**config.mk**
```make
export PLATFORM = sky130hd
export DESIGN_NAME = decode_execute_stage
export DESIGN_NICKNAME = d
export VERILOG_FILES = /design/src/rtl/decode_execute_stage_pkg.sv /design/src/rtl/decode_execute_stage_hazard_detect.sv /design/src/rtl/decode_execute_stage.sv
export SDC_FILE = /design/constraint.sdc
export NUM_CORES = 1
export LEC_CHECK = 0
export CAP_MARGIN = 25
export CORE_MARGIN = 10
export CORE_UTILIZATION = 30
export CTS_BUF_LIST = sky130_fd_sc_hd__clkbuf_16
export DETAILED_ROUTE_END_ITERATION = 10
export REMOVE_ABC_BUFFERS = 1
export SLEW_MARGIN = 25
export SYNTH_ARGS = -nofsm -noshare
export SYNTH_HDL_FRONTEND = slang
export SYNTH_SLANG_ARGS = --single-unit
```
**constraint.sdc**
```tcl
create_clock -name clk -period 5.6 [get_ports clk]
set_input_delay 1.4 -clock clk [delete_from_list [all_inputs] [get_ports clk]]
set_output_delay 1.4 -clock clk [all_outputs]
set_load 0.01 [all_outputs]
```
**src/rtl/decode_execute_stage_pkg.sv**
```systemverilog
// Shared definitions for the ID/EX stage: ALU class codes, opcodes and the packed control word.
package decode_execute_stage_pkg;

  localparam logic [1:0] ALU_OP_LOAD_STORE = 2'b00;
  localparam logic [1:0] ALU_OP_BRANCH     = 2'b01;
  localparam logic [1:0] ALU_OP_RTYPE      = 2'b10;
  localparam logic [1:0] ALU_OP_JUMP       = 2'b11;

  localparam logic [6:0] OPC_RTYPE  = 7'b0110011;
  localparam logic [6:0] OPC_ITYPE  = 7'b0010011;
  localparam logic [6:0] OPC_LOAD   = 7'b0000011;
  localparam logic [6:0] OPC_STORE  = 7'b0100011;
  localparam logic [6:0] OPC_BRANCH = 7'b1100011;
  localparam logic [6:0] OPC_JAL    = 7'b1101111;

  typedef struct packed {
    logic       d_cache_access;
    logic       d_cache_op;
    logic       branch;
    logic       reg_write;
    logic       alu_src;
    logic       is_imm;
    logic       is_byte_op;
    logic [1:0] alu_op;
  } ctrl_t;

  localparam int CTRL_W = $bits(ctrl_t);

endpackage

```
**src/rtl/decode_execute_stage_hazard_detect.sv**
```systemverilog
// Load-use hazard equation between the instruction in decode and a load sitting in execute.
module hazard_detect
  import decode_execute_stage_pkg::*;
#(
  parameter int REG_ADDR_W = 5
) (
  input  logic                  id_valid,
  input  logic [REG_ADDR_W-1:0] id_rs1,
  input  logic [REG_ADDR_W-1:0] id_rs2,
  input  logic                  id_alu_src,
  input  logic                  id_d_cache_access,
  input  logic                  id_d_cache_op,
  input  logic                  ex_valid,
  input  logic                  ex_d_cache_access,
  input  logic                  ex_d_cache_op,
  input  logic                  ex_reg_write,
  input  logic [REG_ADDR_W-1:0] ex_rd,
  output logic                  hazard
);

  logic load_in_ex;
  logic rs2_used;

  assign load_in_ex = ex_valid & ex_d_cache_access & ex_d_cache_op & ex_reg_write;
  // rs2 is a real source for register-register ops and for store data, not for ALU-immediate forms.
  assign rs2_used   = ~id_alu_src | (id_d_cache_access & ~id_d_cache_op);
  assign hazard     = id_valid & load_in_ex & (ex_rd != '0) &
                      ((id_rs1 == ex_rd) | (rs2_used & (id_rs2 == ex_rd)));

endmodule

```
**src/rtl/decode_execute_stage.sv**
```systemverilog
// ID/EX pipeline register with load-use bubble insertion, execute back-pressure and flush.
module decode_execute_stage
  import decode_execute_stage_pkg::*;
#(
  parameter int XLEN       = 32,
  parameter int REG_ADDR_W = 5
) (
  input  logic                  clk,
  input  logic                  rst_n,
  input  logic                  id_valid,
  input  logic                  id_d_cache_access,
  input  logic                  id_d_cache_op,
  input  logic                  id_branch,
  input  logic                  id_reg_write,
  input  logic                  id_alu_src,
  input  logic                  id_is_imm,
  input  logic                  id_is_byte_op,
  input  logic [1:0]            id_alu_op,
  input  logic [REG_ADDR_W-1:0] id_rs1,
  input  logic [REG_ADDR_W-1:0] id_rs2,
  input  logic [REG_ADDR_W-1:0] id_rd,
  input  logic [XLEN-1:0]       id_rs1_data,
  input  logic [XLEN-1:0]       id_rs2_data,
  input  logic [XLEN-1:0]       id_imm,
  input  logic [XLEN-1:0]       id_pc,
  input  logic                  ex_stall,
  input  logic                  flush,
  output logic                  id_stall,
  output logic                  ex_valid,
  output logic                  ex_d_cache_access,
  output logic                  ex_d_cache_op,
  output logic                  ex_branch,
  output logic                  ex_reg_write,
  output logic                  ex_alu_src,
  output logic                  ex_is_imm,
  output logic                  ex_is_byte_op,
  output logic [1:0]            ex_alu_op,
  output logic [REG_ADDR_W-1:0] ex_rs1,
  output logic [REG_ADDR_W-1:0] ex_rs2,
  output logic [REG_ADDR_W-1:0] ex_rd,
  output logic [XLEN-1:0]       ex_rs1_data,
  output logic [XLEN-1:0]       ex_rs2_data,
  output logic [XLEN-1:0]       ex_imm,
  output logic [XLEN-1:0]       ex_pc
);

  ctrl_t                  id_ctrl;
  ctrl_t                  ctrl_p1;
  logic                   vld_p1;
  logic [REG_ADDR_W-1:0]  rs1_p1, rs2_p1, rd_p1;
  logic [XLEN-1:0]        rs1_data_p1, rs2_data_p1, imm_p1, pc_p1;
  logic                   hazard;

  assign id_ctrl = '{d_cache_access: id_d_cache_access, d_cache_op: id_d_cache_op,
                     branch: id_branch, reg_write: id_reg_write, alu_src: id_alu_src,
                     is_imm: id_is_imm, is_byte_op: id_is_byte_op, alu_op: id_alu_op};

  hazard_detect #(.REG_ADDR_W(REG_ADDR_W)) u_hazard_detect (
    .id_valid          (id_valid),
    .id_rs1            (id_rs1),
    .id_rs2            (id_rs2),
    .id_alu_src        (id_alu_src),
    .id_d_cache_access (id_d_cache_access),
    .id_d_cache_op     (id_d_cache_op),
    .ex_valid          (vld_p1),
    .ex_d_cache_access (ctrl_p1.d_cache_access),
    .ex_d_cache_op     (ctrl_p1.d_cache_op),
    .ex_reg_write      (ctrl_p1.reg_write),
    .ex_rd             (rd_p1),
    .hazard            (hazard)
  );

  assign id_stall = ex_stall | hazard;

  // ---- ID -> EX boundary ----
  always_ff @(posedge clk or negedge rst_n) begin
    if (!rst_n) begin
      vld_p1      <= 1'b0;
      ctrl_p1     <= '0;
      rs1_p1      <= '0;
      rs2_p1      <= '0;
      rd_p1       <= '0;
      rs1_data_p1 <= '0;
      rs2_data_p1 <= '0;
      imm_p1      <= '0;
      pc_p1       <= '0;
    end else if (flush) begin
      vld_p1  <= 1'b0;
      ctrl_p1 <= '0;
    end else if (ex_stall) begin
      vld_p1  <= vld_p1;
      ctrl_p1 <= ctrl_p1;
    end else if (hazard) begin
      // Bubble: data fields keep stale values since nothing downstream consumes them.
      vld_p1  <= 1'b0;
      ctrl_p1 <= '0;
    end else begin
      vld_p1      <= id_valid;
      ctrl_p1     <= id_valid ? id_ctrl : '0;
      rs1_p1      <= id_rs1;
      rs2_p1      <= id_rs2;
      rd_p1       <= id_rd;
      rs1_data_p1 <= id_rs1_data;
      rs2_data_p1 <= id_rs2_data;
      imm_p1      <= id_imm;
      pc_p1       <= id_pc;
    end
  end

  assign ex_valid          = vld_p1;
  assign ex_d_cache_access = ctrl_p1.d_cache_access;
  assign ex_d_cache_op     = ctrl_p1.d_cache_op;
  assign ex_branch         = ctrl_p1.branch;
  assign ex_reg_write      = ctrl_p1.reg_write;
  assign ex_alu_src        = ctrl_p1.alu_src;
  assign ex_is_imm         = ctrl_p1.is_imm;
  assign ex_is_byte_op     = ctrl_p1.is_byte_op;
  assign ex_alu_op         = ctrl_p1.alu_op;
  assign ex_rs1            = rs1_p1;
  assign ex_rs2            = rs2_p1;
  assign ex_rd             = rd_p1;
  assign ex_rs1_data       = rs1_data_p1;
  assign ex_rs2_data       = rs2_data_p1;
  assign ex_imm            = imm_p1;
  assign ex_pc             = pc_p1;

endmodule
```
==> impl_metrics.py <==
metrics = {
    "worst_setup_path": {
        "startpoint_type": "primary input",
        "r2r_cells": 6,
        "path_class": "in -> out",
        "rrSetupSlack_ns": 3.03,
        "cp-end-kind": "output pin",
        "cp_max_fo": 11,
        "required_ns": 4.20,
        "worstPathArrival_ns": 3.30,
    },
    "clocking": {
        "root_buffer": "clkbuf_16",
        "clk_latency_ns": 0.42,
        "cts.sinks": 153,
        "clk_pin_slew_ns": 0.06,
        "htree_levels": 4,
        "cts_setup_buffers": 0,
        "cts_hold_buffers": 0,
        "cts-buffers-inserted": 17,
        "post_cts_resized": 0,
        "clock_path_buffers": 2,
        "cts_tree": "built",
    },
    "drt": {
        "drtIter0Drc": 144,
        "drc": 0,
        "via_count": 4142,
        "postRouteAntennaNets": 0,
        "routed_wirelength_mm": 18.9,
        "routed_via_density": 4.42,
        "drt-pass1-iter-count": 5,
        "wl_per_cell_um": 20.1,
    },
    "global_routing": {
        "antenna_found_initial": 1,
        "grt_pass1_vias": 4702,
        "grt_max_degree": 93,
        "grt_overflow_total": 0,
        "grt_pass1_wl_mm": 29.1,
        "globalRouteTotalUtil_pct": 14.8,
    },
    "job": {
        "drv_cap": 0,
    },
    "timing": {
        "worstMarginPinSlew_ns": 0.850,
        "timing_max_transition_violations_final": 0,
        "min_period_ns": 4.70,
        "finalCritPeriodShare_pct": 83.9,
        "layout_setup_ws_ns": 0.904,
        "finalHoldViolCount": 0,
        "finalClockSkew_ns": 0.00813,
        "fmax_mhz": 213,
        "setup_violations": 0,
        "grt_setup_unrepaired": "false",
        "relSlewSlack_pct": 43.4,
    },
    "floorplan": {
        "start_util_pct": 30.8,
        "rows": 50,
        "dieArea_um2": 25300,
        "ioPinCount": 311,
        "core_area_um2": 18900,
        "fp.dieW_um": 159,
        "die_h_um": 159,
    },
    "synth": {
        "synth_area_leaders": "dfrtp_1 (66%), mux2_2 (16%), mux2_1 (12%), a32o_1 (1.5%), xor2_1 (1.5%)",
        "syn_inst": 348,
        "ys_ff_latch": 153,
        "netlist_area_um2": 5810,
        "synth_top_flop_cell": "dfrtp_1",
        "yosysUniqueCellTypes": 21,
        "yosys.area.top_type": "dfrtp_1",
        "synth_edf_count": 0,
        "yosysWarnings": 0,
        "synth-async-reset-ratio_pct": 100,
        "syn-mean-instance-area_um2": 16.7,
        "synth_top_area_share_pct": 65.8,
        "synth-seq-area-share_pct": 65.8,
    },
    "pwr": {
        "total_power_mw": 3.18,
        "powerDensity_nw_per_um2": 326,
        "ir_drop_v": 0.000194,
        "p_leak_nw": 3.97,
    },
    "final_layout": {
        "nets": 821,
        "drive_gt1_share_pct": 17.9,
        "fillers": 1657,
        "utilization_pct": 51.6,
        "area.growth.synth_to_final_pct": 67.7,
    },
    "status": {
        "status": "finished clean",
    },
    "hold_path": {
        "min_path_type": "reg -> reg",
        "hold_depth": 1,
    },
    "placement": {
        "dp_hpwl_mm": 14.7,
        "place_congestion": 0.747,
        "dp_slack_ns": 0.911,
        "port_buffers": 310,
    },
}
## critical path, stage by stage
cell and delay [ns]:
clkdlybuf4s50_1 0.46, buf_4 0.17, nand3_1 0.09, a211oi_1 0.42, a21o_1 0.19, clkdlybuf4s50_1 0.56
## cell usage in the layout (no fill, tap or decap)
cell	synthesis	layout
nor2b_1	1	1
diode_2	0	1
nor2_1	2	2
a22o_1	2	2
xor2_1	10	10
clkinvlp_4	0	2
a211oi_1	1	1
nor4_1	1	1
clkdlybuf4s50_1	0	309
buf_4	6	4
dfrtp_1	153	153
clkinv_2	0	5
nand2b_1	1	1
inv_1	0	1
a32o_1	9	9
mux2_2	83	83
inv_6	0	3
buf_6	0	1
nand3_1	1	1
bufinv_16	0	1
a211oi_4	0	1
mux2_1	60	60
a21o_1	1	1
buf_12	0	1
clkinv_4	0	3
nor3_1	2	2
clkbuf_16	0	17
nand2_1	1	1
a21oi_1	1	1
## path summary, 6_finish.rpt
path / endpoint / from
worst min-delay path: ex_rs1_data[16] / ex_rs1_data[16]
worst max register to register: ex_rs1_data[21] / ex_rd[4]
min in group asynchronous: ex_pc[7] / rst_n
worst min register to register: ex_rs1_data[16] / ex_rs1_data[16]
worst max-delay path: id_stall / id_valid
max in group asynchronous: ex_pc[12] / rst_n
## state kept, by name, indices dropped and copies added, names as in the netlist, 2 cells and up
name,cells
ex_rs1,5
ex_rd,5
ex_rs2,5
ex_alu_op,2
ex_rs2_data,32
ex_rs1_data,32
ex_imm,32
ex_pc,32
## logic make-up after synthesis
group                     after synthesis  synth area share (%)
AOI/OAI and AO/OA                      15                  2.41
buffers and inverters                  18                  1.76
DFF                                   153                  65.8
xor gates and xnor gates               10                  1.51
muxes                                 143                  27.7
and+or+nand+nor                         9                 0.775
## cells in the mapped netlist, drive strengths merged, types with 2 or more instances
master	number
a32o	9
mux2	143
xor2	10
a22o	2
nor3	2
nor2	2
dfrtp	153
buf	17
a211oi	2
## per-stage QoR
| step | setup TNS [ns] | hold WS, ns | area [um2] | instances |
|---|---|---|---|---|
| after floorplan | -474.19 | 0.529 | 5710 | 330 |
| after global placement | 0 | 0.466 | 9200 | 905 |
| after detailed placement | 0 | 0.475 | 9200 | 905 |
| after CTS | 0 | 0.489 | 9750 | 937 |
| after global routing | 0 | 0.506 | 9750 | 938 |
| final | 0 | 0.485 | 9750 | 938 |
## where the power goes
group / internal, mW / total (mW) / switching [mW] / leakage, nW
clock network: 0.611 / 1.08 / 0.465 / 0.275
registers: 1.26 / 1.35 / 0.0846 / 1.81
logic: 0.476 / 0.755 / 0.279 / 1.88
## final cells by class
cell class	instances	area, um2	share of cell area, %
Sequential cell	153	3830	39.3
Timing Repair Buffer	315	3150	32.3
Antenna cell	1	2.50	0.0257
Tap cell	260	325	3.34
Multi-Input combinational cell	177	1890	19.4
Clock inverter	15	126	1.30
Clock buffer	17	425	4.36
## layer usage
layer	share of wire, %	wire (um)	vias up	GRT usage (%)
met2	51	9710	193	25.2
met5	0	0	-	0
met4	2.7	503	0	5.69
met1	37	6970	2037	15.4
li1	-	-	1882	-
met3	9.0	1710	30	7.38
(Power assumes the default switching activity.)
